[src/rtl/tt_sweep_pkg.sv]
`default_nettype none
// ============================================================================
// Module      : tt_sweep_pkg
// Description : Shared types and default constants for the truth-table
//               sweeper: sweep FSM state encoding, default input count,
//               default golden table and the matching vector count.
// Revision    : 1.0 - initial release
// ============================================================================
package tt_sweep_pkg;

    // Default number of DUT inputs (a..e).
    localparam int          N_IN_DEF     = 5;

    // Default golden truth table: bit k is the required output for vector k.
    localparam logic [31:0] EXPECTED_DEF = 32'hCFC89F7F;

    // Number of input vectors for the default configuration.
    localparam int          NVEC         = 2**N_IN_DEF;

    // Sweep controller states.
    typedef enum logic [1:0] {
        IDLE  = 2'd0,
        APPLY = 2'd1,
        CHECK = 2'd2,
        DONE  = 2'd3
    } state_t;

endpackage : tt_sweep_pkg
`default_nettype wire

[src/rtl/tt_settle_timer.sv]
`default_nettype none
// ============================================================================
// Module      : tt_settle_timer
// Description : Loadable down-counter that measures how long a vector is held
//               on the DUT inputs. Loaded with SETTLE-1 when a vector is
//               applied; expired is high once the count reaches zero, so the
//               vector is held for exactly SETTLE cycles.
// Ports       : clk     - clock, rising edge
//               rst_n   - asynchronous active-low reset
//               load    - reload the counter with SETTLE-1
//               en      - count down while high (stops at zero)
//               expired - counter is at zero
// Revision    : 1.0 - initial release
// ============================================================================
module tt_settle_timer
    import tt_sweep_pkg::*;
#(
    parameter int SETTLE = 1
) (
    input  logic clk,
    input  logic rst_n,
    input  logic load,
    input  logic en,
    output logic expired
);

    // Counter is at least one bit wide so SETTLE=1 still elaborates cleanly.
    localparam int               c_tw   = (SETTLE > 1) ? $clog2(SETTLE) : 1;
    localparam logic [c_tw-1:0]  c_load = c_tw'(SETTLE - 1);

    logic [c_tw-1:0] r_cnt;

    always_ff @(posedge clk or negedge rst_n) begin
        if (!rst_n) begin
            r_cnt <= '0;
        end else if (load) begin
            r_cnt <= c_load;
        end else if (en && (r_cnt != '0)) begin
            r_cnt <= r_cnt - {{(c_tw-1){1'b0}}, 1'b1};
        end
    end

    assign expired = (r_cnt == '0);

endmodule : tt_settle_timer
`default_nettype wire

[src/rtl/truth_table_sweeper.sv]
`default_nettype none
// ============================================================================
// Module      : truth_table_sweeper
// Description : Stimulus/checker stage for small combinational blocks. Walks
//               every input vector 0..2^N_IN-1 onto dut_in, holds each for
//               SETTLE cycles, samples dut_out for one cycle and compares it
//               with the golden table EXPECTED. Reports pass/fail, the number
//               of failing vectors and the lowest failing vector.
// Options     : SWEEP_LOG_EN - when defined, adds the obs_table port holding
//               the observed truth table (obs_table ^ EXPECTED = error map).
// Ports       : clk, rst_n       - clock / async active-low reset
//               start            - begin a sweep (only honoured in IDLE)
//               dut_in           - registered vector driven to the DUT
//               dut_out          - DUT response, combinational from dut_in
//               busy             - sweep in progress (APPLY/CHECK/DONE)
//               done             - one-cycle end-of-sweep pulse
//               pass             - no mismatches in the last sweep
//               err_count        - number of mismatching vectors
//               first_err_valid  - at least one mismatch seen
//               first_err_idx    - lowest mismatching vector
//               obs_table        - observed table (SWEEP_LOG_EN only)
// Revision    : 1.0 - initial release
// ============================================================================
module truth_table_sweeper
    import tt_sweep_pkg::*;
#(
    parameter int                  N_IN     = N_IN_DEF,
    parameter logic [2**N_IN-1:0]  EXPECTED = (2**N_IN)'(EXPECTED_DEF),
    parameter int                  SETTLE   = 1
) (
    input  logic                clk,
    input  logic                rst_n,
    input  logic                start,
    output logic [N_IN-1:0]     dut_in,
    input  logic                dut_out,
    output logic                busy,
    output logic                done,
    output logic                pass,
    output logic [N_IN:0]       err_count,
    output logic                first_err_valid,
    output logic [N_IN-1:0]     first_err_idx
`ifdef SWEEP_LOG_EN
    ,
    output logic [2**N_IN-1:0]  obs_table
`endif
);

    localparam logic [N_IN-1:0] c_idx_last = '1;
    localparam logic [N_IN-1:0] c_idx_one  = {{(N_IN-1){1'b0}}, 1'b1};

    state_t             r_state;
    state_t             w_state_next;
    logic               w_timer_load;
    logic               w_timer_en;
    logic               w_timer_expired;

    logic [N_IN-1:0]    r_idx;
    logic [N_IN:0]      r_err_count;
    logic               r_first_valid;
    logic [N_IN-1:0]    r_first_idx;
    logic               r_pass;

    logic               w_mismatch;
    logic               w_last;
    logic [N_IN:0]      w_err_next;

    // ------------------------------------------------------------------
    // Settle timer
    // ------------------------------------------------------------------
    tt_settle_timer #(
        .SETTLE (SETTLE)
    ) u_settle_timer (
        .clk     (clk),
        .rst_n   (rst_n),
        .load    (w_timer_load),
        .en      (w_timer_en),
        .expired (w_timer_expired)
    );

    // ------------------------------------------------------------------
    // FSM state register
    // ------------------------------------------------------------------
    always_ff @(posedge clk or negedge rst_n) begin
        if (!rst_n) begin
            r_state <= IDLE;
        end else begin
            r_state <= w_state_next;
        end
    end

    // ------------------------------------------------------------------
    // FSM next-state and control outputs
    // ------------------------------------------------------------------
    always_comb begin
        w_state_next = r_state;
        w_timer_load = 1'b0;
        w_timer_en   = 1'b0;
        busy         = 1'b0;
        done         = 1'b0;
        unique case (r_state)
            IDLE: begin
                if (start) begin
                    w_state_next = APPLY;
                    w_timer_load = 1'b1;
                end
            end
            APPLY: begin
                busy       = 1'b1;
                w_timer_en = 1'b1;
                if (w_timer_expired) begin
                    w_state_next = CHECK;
                end
            end
            CHECK: begin
                busy = 1'b1;
                if (w_last) begin
                    w_state_next = DONE;
                end else begin
                    // Reload for the next vector's hold period.
                    w_state_next = APPLY;
                    w_timer_load = 1'b1;
                end
            end
            DONE: begin
                // start is deliberately ignored here; a new sweep needs IDLE.
                busy         = 1'b1;
                done         = 1'b1;
                w_state_next = IDLE;
            end
            default: begin
                w_state_next = IDLE;
            end
        endcase
    end

    // ------------------------------------------------------------------
    // Comparator
    // ------------------------------------------------------------------
    assign w_mismatch = dut_out ^ EXPECTED[r_idx];
    assign w_last     = (r_idx == c_idx_last);
    // Cannot overflow: at most 2^N_IN increments into an N_IN+1 bit counter.
    assign w_err_next = r_err_count + {{N_IN{1'b0}}, w_mismatch};

    // ------------------------------------------------------------------
    // Vector index and result registers
    // ------------------------------------------------------------------
    always_ff @(posedge clk or negedge rst_n) begin
        if (!rst_n) begin
            r_idx         <= '0;
            r_err_count   <= '0;
            r_first_valid <= 1'b0;
            r_first_idx   <= '0;
            r_pass        <= 1'b0;
        end else begin
            case (r_state)
                IDLE: begin
                    if (start) begin
                        r_idx         <= '0;
                        r_err_count   <= '0;
                        r_first_valid <= 1'b0;
                        r_first_idx   <= '0;
                        r_pass        <= 1'b0;
                    end
                end
                CHECK: begin
                    r_err_count <= w_err_next;
                    if (w_mismatch && !r_first_valid) begin
                        r_first_valid <= 1'b1;
                        r_first_idx   <= r_idx;
                    end
                    // Verdict is registered on the last check so it is
                    // already valid while done is high.
                    if (w_last) begin
                        r_pass <= (w_err_next == '0);
                    end else begin
                        r_idx <= r_idx + c_idx_one;
                    end
                end
                default: begin
                end
            endcase
        end
    end

`ifdef SWEEP_LOG_EN
    // ------------------------------------------------------------------
    // Observed truth table
    // ------------------------------------------------------------------
    logic [2**N_IN-1:0] r_obs_table;

    always_ff @(posedge clk or negedge rst_n) begin
        if (!rst_n) begin
            r_obs_table <= '0;
        end else if ((r_state == IDLE) && start) begin
            r_obs_table <= '0;
        end else if (r_state == CHECK) begin
            r_obs_table[r_idx] <= dut_out;
        end
    end

    assign obs_table = r_obs_table;
`endif

    assign dut_in          = r_idx;
    assign pass            = r_pass;
    assign err_count       = r_err_count;
    assign first_err_valid = r_first_valid;
    assign first_err_idx   = r_first_idx;

endmodule : truth_table_sweeper
`default_nettype wire

[config.mk]
export PLATFORM = sky130hd
export DESIGN_NAME = truth_table_sweeper
export DESIGN_NICKNAME = d
export VERILOG_FILES = /design/src/rtl/tt_sweep_pkg.sv /design/src/rtl/tt_settle_timer.sv /design/src/rtl/truth_table_sweeper.sv
export SDC_FILE = /design/constraint.sdc
export NUM_CORES = 1
export LEC_CHECK = 0
export CORE_MARGIN = 1.5
export CORE_UTILIZATION = 25
export CTS_CLUSTER_DIAMETER = 120
export CTS_CLUSTER_SIZE = 20
export DETAILED_ROUTE_END_ITERATION = 6
export HOLD_SLACK_MARGIN = 0.08
export PLACE_DENSITY = 0.45
export SYNTH_ARGS = -nofsm -noshare
export SYNTH_HDL_FRONTEND = slang
export SYNTH_SLANG_ARGS = --single-unit
export TNS_END_PERCENT = 1
[constraint.sdc]
create_clock -name clk -period 2.5 [get_ports clk]
set_input_delay 0.75 -clock clk [delete_from_list [all_inputs] [get_ports clk]]
set_output_delay 0.75 -clock clk [all_outputs]
set_load 0.05 [all_outputs]
Word level (Yosys, flattened, before mapping)
Memory sizes are Yosys's and may differ from the RTL's.
Index checks and enable logic that the tools add are counted.
{"block": "word_totals", "regBits": 21, "romBits": 32, "input_bits": 4, "out_inout_bits": 20, "word_cells": 60, "mem_count": 1}
{"memory": "(no name shown)", "depth": 32, "word_bits": 1, "read_ports": 1, "rd_ports_with_merged_regs": 0, "write_ports": 0, "line": "truth_table_sweeper.sv:139", "rtl": "assign w_mismatch = dut_out ^ EXPECTED[r_idx];"}
{"block": "op_classes", "addsub": 3, "magnitude_cmp": 1, "n_eq_ne": 9, "n_mux": 25, "bitwise_logic": 1, "n_reduce_logical": 13}
{"operator": "5-bit one-hot mux with 2 select lines", "count": 2}
{"operator": "5-bit 2-to-1 mux", "count": 3}
{"operator": "6-bit one-hot mux with 2 select lines", "count": 1}
{"operator": "1-bit 2-to-1 mux", "count": 11}
{"operator": "2-bit != test, second input constant", "count": 5}
{"operator": "3-bit AND reduction", "count": 3}
{"operator": "2-bit one-hot mux with 4 select lines", "count": 1}
{"operator": "6-bit by 1-bit adder with 6-bit output", "count": 1}
{"operator": "6-bit zero test", "count": 1}
{"operator": "5-bit by 6-bit < comparator with 1-bit output, second input constant", "count": 1}
{"operator": "2-bit 2-to-1 mux", "count": 3}
{"operator": "6-bit 2-to-1 mux", "count": 1}
{"operator": "1-bit one-hot mux with 2 select lines", "count": 3}
{"operator": "5-bit by 1-bit adder with 5-bit output, second input constant", "count": 1}
{"operator": "5-bit equality test, second input constant", "count": 1}
{"operator": "2-bit equality test, second input constant", "count": 2}
{"operator": "2-bit AND reduction", "count": 2}
{"operator": "2-bit nonzero test", "count": 2}
{"operator": "3-bit OR reduction", "count": 1}
{"operator": "2-bit by 1-bit equality test with 1-bit output, second input constant", "count": 1}
{"operator": "1-bit logical AND", "count": 2}
{"operator": "2-bit zero test", "count": 1}
{"operator": "1-bit zero test", "count": 1}
{"operator": "1-bit subtractor, second input constant", "count": 1}
{"operator": "1-bit bitwise XOR", "count": 1}

Logic depth before layout (Yosys ltp)
{"block": "logic_depth", "depth_word": 7, "depth_mapped": 12, "mapped_depth_nobuf": 12}

Modules after synthesis
From an unflattened synthesis, not the netlist that was laid out.
{"block": "hier_totals", "cells_unflattened": 107, "hier_area_um2": 1108.6}
{"module": "truth_table_sweeper", "instances": 1, "cells_per_inst": 104, "area_per_inst_um2": 1067.3, "seq_area_each_um2": 500.5}
{"module": "tt_settle_timer", "instances": 1, "cells_per_inst": 3, "area_per_inst_um2": 41.3, "seq_area_each_um2": 25.0}

Least setup slack after synthesis
Ideal clock, no wire load.
{"block": "synth_timing", "path_kind": "register -> register", "from": "register r_idx[1] (netlist: dut_in[1])", "to": "register r_pass (netlist: pass)", "setup_time_ns": 0.095, "t_arrival_ns": 2.759, "required_time_ns": 2.405, "setup_slack_ns": -0.354, "path_stages_with_launch": 13, "path_buffers": 0, "synth_period_minus_slack_ns": 2.854, "cell_sequence": "dfrtp_1 > ha_1 > and3_1 > a211oi_1 > o21a_1 > nor2_1 > ha_1 > ha_1 > xnor2_1 > nand3_1 > o31ai_1 > nand3_1 > o31ai_1"}
{"block": "synth_via", "elab_chain_cells": 7, "word_cells_on_any_way": 10, "classes_between": "add/sub: 1; eq/ne: 2; mux: 3; bitwise: 1; reduce/logical: 2; memory: 1"}
{"element": "start: declaration", "line": "truth_table_sweeper.sv:57", "rtl": "logic [N_IN-1:0] r_idx;"}
{"element": "start signal: assignment", "line": "truth_table_sweeper.sv:176", "rtl": "r_idx <= r_idx + c_idx_one;"}
{"element": "memory 32 x 1 bit"}
{"element": "1-bit 2-to-1 mux (implied by the code)", "line": "truth_table_sweeper.sv:139"}
{"element": "1-bit bitwise XOR", "line": "truth_table_sweeper.sv:139"}
{"element": "6-bit by 1-bit adder with 6-bit output", "line": "truth_table_sweeper.sv:142", "rtl": "assign w_err_next = r_err_count + {{N_IN{1'b0}}, w_mismatch};"}
{"element": "6-bit zero test", "line": "truth_table_sweeper.sv:174", "rtl": "r_pass <= (w_err_next == '0);"}
{"element": "1-bit 2-to-1 mux", "line": "truth_table_sweeper.sv:173", "rtl": "if (w_last) begin"}
{"element": "1-bit one-hot mux with 2 select lines", "line": "truth_table_sweeper.sv:155", "rtl": "case (r_state)"}
{"element": "end signal: assignment", "line": "truth_table_sweeper.sv:174"}
{"element": "end: declaration", "line": "truth_table_sweeper.sv:61", "rtl": "logic r_pass;"}
Parallel ways exist; a longest one is shown, timed or not. The select of a mux whose other input is x is not followed.
A chain may end at the register's enable or synchronous reset.

Worst setup path in the final report
Same ends and word-level chain as after synthesis.

==> out/results.ini <==
[outcome]
run_status=finished clean

[timing]
fin_ws_ns=0.06143
rsz0062_at_grt=yes
setup_viol=0
hold-worst-slack_ns=0.5292
slew_viol_final=0
finalHoldViolations=0
fin_crit_ns=2.439
tightest_slew_ns=0.5122
finClkSkew_ns=0.004208
relSlewSlack_pct=65.75
fmax_mhz=410.1
fin_crit_sh_pct=97.54

[finish]
n_fill_cell=446
synthToLayoutAreaGrowth_pct=41.95
fin_nets=154
drive_gt1_share_pct=23.78
seq_area_um2=529.3
diodes=0
multi_input_area_um2=659.4

[cts]
cts-root-buf=clkbuf_8
cts_tree=done
clk_pin_slew_ns=0.08
clk_latency_ns=0.26
htree_levels=1
cts_made_buffers=3
clock-sinks=21
cts.path.max_buffers=2

[drt]
ant_nets=0
drt_iter0_markers=59
drtPass1Iterations=4
via_count=954
vias_per_cell=4.892
wirelength_mm=2.800
wire_per_inst_um=14.36
route.detailed.drc=0

[pwr]
p_int_mw=0.7752
powerDensity_nw_per_um2=845.2
ir_drop_uv=252.1
switching_share_pct=43.44
netSwitchingPower_mw=0.5954
pwr-share-clk_pct=16.5
p_leak_nw=0.7055
seqPwrFrac_pct=37.1
pwr-share-comb_pct=46.4

[synth]
async_flop_share_pct=100.0
ys_seq_area_share_pct=46.00
synthTopCellsByCount=21 x dfrtp_1, 10 x a22o_1, 8 x nand2_1
synth_seq_cells=21
synth_ff_type=dfrtp_1
avgSynthCellArea_um2=10.58
syn-num-nets=118
netlist_area_um2=1142
synth_top_area_cell=dfrtp_1
yosysTopAreaCellShare_pct=46.00
yosys-top-cells-area=dfrtp_1 46%, a22o_1 7.7%, ha_1 6.6%
syn_inst=108
yosysWarnings=0
synth_edf_count=0
synth_cell_type_count=32
synth_most_common_cell=dfrtp_1

[floorplan]
die_w_um=70.60
die_area_um2=4984
core_region_area_um2=4384
start_util_pct=26.06
die_h_um=70.60
rows=24
io_pins=24

[worst_hold_path]
min_path_type=reg2reg

[global_routing]
grt_max_degree=22
overflow=0
grt_pass1_vias=983
antenna_found_initial=0
track_usage_pct=12.57
grt_pass1_wl_mm=4.940

[worst_setup_path]
crit_path_end=pass
r2r_slack_ns=0.06
startpoint=dut_in[1]
cp_max_fo=4
critPathTopFamily=adder cells
critical_path_class=reg2reg
cp-start-kind=register
endpoint_kind=register
cp_slowest_stage_delay_ns=0.44
r2r_cells=11
rr_endpoint=pass
worst-path-buf-inv=0
timing.critical_path.mode_cell=ha_4
cp.depth=11
worstPathCellList=ha_4, and3_4, a211oi_4, o21a_1, nor2_2, ha_2, ha_4, xor2_1, nor4_1, nand3_1, o31ai_1
reg2reg_from=dut_in[1]
cp_data_arrival_time_ns=2.61
crit_slowest_cell=dfrtp_2
worst_ep_required_time_ns=2.67

[placement]
gp_congestion=0.7953
dpl.hpwl_mm=2.072
place_ws_ns=-0.09467
numPortBuffers=23

[run]
drv_cap=0

==> how the worst min path moves through the flow <==
stage                                     from                to  depth (start not counted)
final                         first_err_idx[3]  first_err_idx[3]                          2
after global routing          first_err_idx[0]  first_err_idx[0]                          2
after CTS                         err_count[5]      err_count[5]                          2
after detailed placement          err_count[5]      err_count[5]                          2
after global placement    u_settle_timer.r_cnt        r_state[0]                          2
after floorplan                          rst_n         dut_in[0]                          0
==> metal layers <==
layer	GRT usage, %	vias up	wire length (um)	part of all wire, %
met5	0	-	0	0
met4	4.403	0	31	1.1
met3	1.709	2	66	2.4
met2	18.34	15	1256	45
met1	19.07	475	1445	52
li1	-	462	-	-
==> placed cells by master (no fill, tap or decap), drive strengths merged, types with 3 or more instances in the layout <==
cell           count
and3               4
nor3               3
buf               12
nor2               7
a22o              11
o21ai              3
mux2i              7
clkbuf             4
inv                6
nand3              4
nand2              8
dfrtp             21
and2               3
clkdlybuf4s50     21
ha                 6
==> tightest hold or removal path, delay by kind of cell (launching register included) <==
kind / cells / cell delay (ns)
flip-flops: 1 / 0.38
multiplexers: 1 / 0.05
AND/OR/NAND/NOR: 1 / 0.06
==> metrics by stage <==
stage	std cells	power, mW	setup TNS [ns]	instance area (um2)	utilization, %
2_1_floorplan	108	0.9154	0	1184	-
3_3_place_gp	190	1.132	-0.1038	1534	34.99
3_5_place_dp	190	1.136	-0.1231	1534	34.99
4_1_cts	194	1.370	0	1579	36.02
5_1_grt	195	1.452	-0.08369	1622	36.99
6_report	195	1.371	0	1622	36.99
==> cell type report <==
class / instances / area share, %
inverter: 6 / 1.389
multi-input combinational: 79 / 40.66
clock buffer: 4 / 2.778
tap: 52 / 4.012
timing repair buffer: 33 / 18.52
sequential: 21 / 32.64
==> power by group through the flow <==
stage | combinational [mW] | clock (mW) | sequential, mW
3_3_place_gp | 0.622 | 0 | 0.510
4_1_cts | 0.626 | 0.239 | 0.504
5_1_grt | 0.677 | 0.252 | 0.524
2_1_floorplan | 0.159 | 0 | 0.757
6_report | 0.636 | 0.226 | 0.508
3_5_place_dp | 0.626 | 0 | 0.510
==> kinds of logic after synthesis <==
logic type	after synthesis	share of synthesized area (%)
AO/OA/AOI/OAI	23	15.88
XOR/XNOR	4	3.067
adder cells (fa/ha/maj)	6	6.572
buffers and inverters	8	2.629
flip-flops	21	46.00
multiplexers	9	8.105
AND/OR/NAND/NOR	37	17.75
==> repair_timing <==
| action | CTS | global route |
|---|---|---|
| gates resized for setup | 0 | 6 |
| setup buffers | 0 | 1 |
| setup endpoints to repair | 0 | 1 |
| hold buffers | 0 | 0 |
==> flip-flops by register name, indices dropped and copies added, names as in the netlist <==
name and cells:
dut_in 5, err_count 6, first_err_idx 5, first_err_valid 1
pass 1, r_state 2, u_settle_timer.r_cnt 1
Note: power is estimated with default switching activity, not from simulation.
